**config.mk**
```make
export PLATFORM = sky130hd
export DESIGN_NAME = sha256_block_ctrl
export DESIGN_NICKNAME = d
export VERILOG_FILES = /design/src/rtl/sha256_block_ctrl.sv
export SDC_FILE = /design/constraint.sdc
export NUM_CORES = 2
export LEC_CHECK = 0
export BUFFER_PORTS_ARGS = -buffer_cell sky130_fd_sc_hd__buf_2
export CORE_AREA = 2 2 693 695
export DETAILED_ROUTE_END_ITERATION = 12
export DIE_AREA = 0 0 695 697
export SYNTH_ARGS = -nofsm -noshare
export SYNTH_HDL_FRONTEND = slang
export SYNTH_SLANG_ARGS = --single-unit
export TNS_END_PERCENT = 5
```
**constraint.sdc**
```tcl
create_clock -name clk -period 4.03 [get_ports clk]
set_input_delay 0.403 -clock clk [delete_from_list [all_inputs] [get_ports clk]]
set_output_delay 0.403 -clock clk [all_outputs]
set_load 0.01 [all_outputs]
```
**src/rtl/sha256_block_ctrl.sv**
```systemverilog
// -----------------------------------------------------------------------------
// sha256_block_ctrl
//
// Sequencing controller for an external combinational SHA-256 round datapath.
// Holds the a..h working registers, steps the round index once per clock,
// performs the final per-word hash addition and keeps the chaining digest
// across consecutive message blocks.
//
// Ports:
//   clk         system clock, rising edge
//   rst         synchronous active-high reset
//   start       block request, accepted only while ready
//   first_block sampled with start: 1 = chain from IV, 0 = chain from digest
//   block_in    512-bit message block, W0 at [511:480]
//   ready       high in IDLE
//   busy        high in ROUND and FINAL
//   done        one-cycle pulse after the digest has been updated
//   digest      H0..H7, H0 at [255:224]
//   rnd_j       round index to the datapath
//   rnd_data    latched message block to the datapath
//   rnd_state   working registers {a..h} to the datapath, a at [255:224]
//   rnd_next    datapath result {a..h} for the current round
// -----------------------------------------------------------------------------
module sha256_block_ctrl #(
  parameter int NUM_ROUNDS = 64,
  parameter int J_W        = 6
) (
  input  logic           clk,
  input  logic           rst,
  input  logic           start,
  input  logic           first_block,
  input  logic [511:0]   block_in,
  output logic           ready,
  output logic           busy,
  output logic           done,
  output logic [255:0]   digest,
  output logic [J_W-1:0] rnd_j,
  output logic [511:0]   rnd_data,
  output logic [255:0]   rnd_state,
  input  logic [255:0]   rnd_next
);

  localparam logic [1:0] S_IDLE  = 2'd0;
  localparam logic [1:0] S_ROUND = 2'd1;
  localparam logic [1:0] S_FINAL = 2'd2;

  localparam logic [255:0] IV =
    256'h6a09e667_bb67ae85_3c6ef372_a54ff53a_510e527f_9b05688c_1f83d9ab_5be0cd19;

  localparam logic [J_W-1:0] LAST_J = J_W'(NUM_ROUNDS - 1);

  logic [1:0]   state;
  logic [255:0] hc;      // chaining value the current block started from
  logic [255:0] h_start; // value loaded into hc and the working regs at accept

  // Eight independent 32-bit modular adds; carries never cross word borders.
  function automatic logic [255:0] add_words(input logic [255:0] x,
                                             input logic [255:0] y);
    logic [255:0] r;
    r = '0;
    for (int i = 0; i < 8; i++) begin
      r[i*32 +: 32] = x[i*32 +: 32] + y[i*32 +: 32];
    end
    return r;
  endfunction

  assign ready   = (state == S_IDLE);
  assign busy    = (state == S_ROUND) || (state == S_FINAL);
  // Chaining from digest works for a start in the done cycle because digest
  // was already written at the FINAL edge.
  assign h_start = first_block ? IV : digest;

  always_ff @(posedge clk) begin
    if (rst) begin
      state     <= S_IDLE;
      rnd_j     <= '0;
      rnd_state <= '0;
      rnd_data  <= '0;
      hc        <= IV;
      digest    <= IV;
      done      <= 1'b0;
    end else begin
      done <= 1'b0;
      case (state)
        S_IDLE: begin
          if (start) begin
            rnd_data  <= block_in;
            hc        <= h_start;
            rnd_state <= h_start;
            rnd_j     <= '0;
            state     <= S_ROUND;
          end
        end
        S_ROUND: begin
          rnd_state <= rnd_next;
          // rnd_j parks on the last index through FINAL.
          if (rnd_j == LAST_J) begin
            state <= S_FINAL;
          end else begin
            rnd_j <= rnd_j + J_W'(1);
          end
        end
        S_FINAL: begin
          digest <= add_words(hc, rnd_state);
          done   <= 1'b1;
          state  <= S_IDLE;
        end
        default: begin
          state <= S_IDLE;
        end
      endcase
    end
  end

endmodule
```
==> PnR_summary.wiki <==
{| class="wikitable"
! Metric !! Value
|-
| Most instantiated library cell after synthesis || nand2_1
|-
| Data required, critical path || around 4.8 ns
|-
| Number of antenna violations at the first check in global routing || ~190
|-
| Final WL || roughly 490 mm
|-
| Drt initial violations || 6,152
|-
| Kind of capture point of the worst setup path || flop
|-
| Cells on Worst Hold Path || 5
|-
| Number of port buffers || about 1,800
|-
| Ports placed on the boundary || around 1,800
|-
| Fraction of power consumed by sequential logic || 0.350
|-
| Number of warnings printed during yosys synthesis || 0
|-
| Leftover overflow at the end of global routing || 0
|-
| End of the worst register-to-register path || digest[184]
|-
| Path type of the worst min-delay path || primary input to flop
|-
| Placeable core area || 477,000 um^2
|-
| Post-Syn Area per Cell || roughly 8 um^2
|-
| Later-pin clock latency in the skew report || 0.88 ns
|-
| # hold bufs at CTS || roughly 730
|-
| Share of synthesized area occupied by flip-flops and latches || 0.4331
|-
| Combinational group share of total power || 0.226
|-
| Result of the run || finished clean
|-
| Final weighted congestion in routability-driven placement || between 1 and 1.5
|-
| Remaining antenna violation count after routing || 0
|-
| Detail-routed net length per standard cell || about 30 um
|-
| Cell Area, Synth || about 60,000 um^2
|-
| Die span in y || 697 um
|-
| Total Routing Usage GR || 0.1936
|-
| Share of power burned in the clock network || 0.424
|-
| Fin. Hold Viols || 0
|-
| Worst setup path end || digest[184]
|-
| Max Cap Violations || 0
|-
| Global-route wire length before repair || approximately 630 mm
|-
| Max Fclk || about 0.28 GHz
|-
| Post-CTS sizing || 0
|-
| RSZ-0062 raised after global routing || no
|-
| Worst Hold Slack || slightly above 0.1 ns
|-
| Transition time at the pin with the least slew margin || approximately 1.3 ns
|-
| Startpoint Class || flop
|-
| Site Rows || ~250
|-
| Number of global-route vias before repair || 62,790
|-
| Final setup violation count || 0
|-
| Worst R2R Start || rnd_state[160]
|-
| Vias per cell || 4.095
|-
| Yosys top cell area share || 0.4331
|-
| Cell variety after synth || between 80 and 90
|-
| Static Leak || around 37 nW
|-
| Slew margin rel. || 0.1329
|-
| Final setup skew || between 0.05 and 0.06 ns
|-
| Critical path origin || rnd_state[160]
|-
| Number of buffers created by CTS || between 150 and 200
|-
| Worst-case register-to-register setup slack || 0.44 ns
|-
| Number of iterations in the first detailed-routing pass || 5
|-
| Max-slew violations || 0
|-
| Main area contributors after synthesis || dfxtp_1 43%, nand2_1 11%, a21oi_1 8.9%, ha_1 5.3%, nor2_1 4.2%
|-
| Clock slew at the register clock pins of the worst setup and hold paths || approximately 0.07 ns
|-
| Maximum clock path buffer count || 4
|-
| Time the final worst path needs with I/O delays and setup || between 3 and 4 ns
|-
| Total via count after detailed routing || slightly below 70,000
|-
| Switching Fraction || 0.3378
|-
| Setup TNS || 0 ns
|-
| Power Internal || 26.59 mW
|-
| Layout overhead on the synthesized area || 49.96%
|-
| Synth Flop Type || dfxtp_1
|-
| Die area || slightly below 500,000 um^2
|-
| Largest fanout of any net on the critical path || 4
|-
| Floorplan die width || a little under 700 um
|-
| Total number of H-tree levels || 4
|-
| Total nets after synthesis || 8,579
|-
| Count of unresolved DRC violations after routing || 0
|-
| Cell taking the most area after synthesis || dfxtp_1
|-
| CTS root buffer || clkbuf_16
|-
| Effective utilization at floorplan || 0.1249
|-
| Depth of the worst register-to-register path || 12
|-
| Setup Crit Path Kind || flop to flop
|-
| Number of nets in the layout || 10,830
|-
| Power density over the cells || 449.4 nW/um^2
|-
| Post-Synthesis Cells || between 7,000 and 8,000
|-
| Number of setup buffers added after CTS || 0
|-
| Fraction of registers with async set/reset || 0
|-
| Number of enable flip-flop cells after synthesis || 0
|-
| Commonest cells in the netlist || 1,723 x nand2_1, 1,289 x dfxtp_1, 1,064 x a21oi_1
|-
| Peak supply drop || about 0.33 mV
|-
| DP HPWL || ~410 mm
|-
| Total of flip-flops plus latches after synthesis || around 1,300
|-
| Share of final-layout standard cells stronger than drive strength 1 || 0.2262
|-
| Part of the cycle the worst path needs || 0.8900
|-
| Clock sink total || between 1,000 and 1,500
|-
| Power dissipated by switching net loads || roughly 14 mW
|-
| Worst Path Arrival || 4.35 ns
|-
| Pin count of the biggest net entering global routing || roughly 190
|-
| Clock tree from TritonCTS || built
|}
[routing by layer]
metal / routed length [um] / GRT usage / vias up / share of wire
li1: - / - / 30650 / -
met1: 201300 / 0.2368 / 32720 / 0.41
met2: 208400 / 0.2918 / 3053 / 0.42
met3: 58970 / 0.08978 / 754 / 0.12
met4: 23470 / 0.07772 / 26 / 0.048
met5: 163 / 0 / - / 0.00033
[layout by cell type (no fill, tap or decap), types with 36 or more instances in the layout]
cell           instances
a21oi_1             1063
nor3_1               158
ha_1                 250
buf_2               1802
nor3b_1              125
a21o_1               113
xnor2_1              128
a211oi_1             163
dlygate4sd3_1        725
buf_4                 60
nand3_1               51
clkbuf_16            176
nand3b_1             123
buf_12                36
a211o_1              192
mux2i_1               54
nand2_1             1722
inv_1                 58
dfxtp_1             1289
nor2_1               658
nor2b_1               41
diode_2               69
o21ai_0              318
xor2_1                82
o21bai_1              48
[critical path, cell delays in order, from the launching register on]
cell,delay [ns]
dfxtp_1,0.34
ha_1,0.26
fa_1,0.42
a21o_1,0.20
a21oi_1,0.27
o21ai_1,0.16
a21boi_2,0.37
o21ai_1,0.20
a221oi_2,0.36
o21a_1,0.25
a21boi_1,0.10
or3_1,0.30
a32o_1,0.25
[cell families after synthesis]
family,share of synthesized area
compound gates,0.2135
fa+ha+maj,0.05561
xor+xnor,0.03087
mux,0.009261
flops,0.4331
simple gates,0.2190
buf+inv,0.03864
[power groups by stage]
| stage | logic [mW] | clock network [mW] | registers (mW) |
|---|---|---|---|
| floorplan | 3.86 | 0 | 14.5 |
| global placement | 8.27 | 0 | 14.3 |
| detailed placement | 8.27 | 0 | 14.3 |
| CTS | 9.09 | 17.5 | 14.0 |
| global route | 9.69 | 17.9 | 14.1 |
| finish | 9.06 | 17.0 | 14.1 |
[cell type report]
class	count	area [um^2]
sequential	1289	25800
clock buffer	232	4925
inverter	60	231.5
fill	53970	387700
multi-input combinational	5652	31550
clock inverter	84	1179
timing repair buffer	2625	17480
tap	6400	8008
antenna	69	172.7
[worst min path at each step]
stage,slack [ns],endpoint,startpoint
2_1_floorplan,0.44,hc[0],hc[0]
3_3_place_gp,0.44,rnd_data[329],rnd_data[329]
3_5_place_dp,0.44,rnd_data[483],rnd_data[483]
4_1_cts,0.002,rnd_state[71],rnd_next[71]
5_1_grt,0.05,rnd_data[262],block_in[262]
6_report,0.10,rnd_state[237],rnd_next[237]
[per-stage QoR]
step / total power [mW] / cell area, um^2 / setup slack (ns) / utilization / instances
CTS: 40.63 / 89170 / 0.3718 / 0.1869 / 16340
global placement: 22.56 / 75810 / 0.4174 / 0.1589 / 15300
global route: 41.71 / 89240 / 0.2029 / 0.1871 / 16370
floorplan: 18.32 / 59580 / 0.8953 / - / 7547
detailed placement: 22.59 / 75810 / 0.4076 / 0.1589 / 15300
finish: 40.15 / 89350 / 0.4433 / 0.1873 / 16410
[flip-flops by register name (all words and copies together) (netlist names)]
| signal | flops |
|---|---|
| state | 2 |
| hc | 256 |
| digest | 256 |
| rnd_data | 512 |
| done | 1 |
| rnd_j | 6 |
| rnd_state | 256 |
No activity file was read; power rests on OpenSTA's default activity.
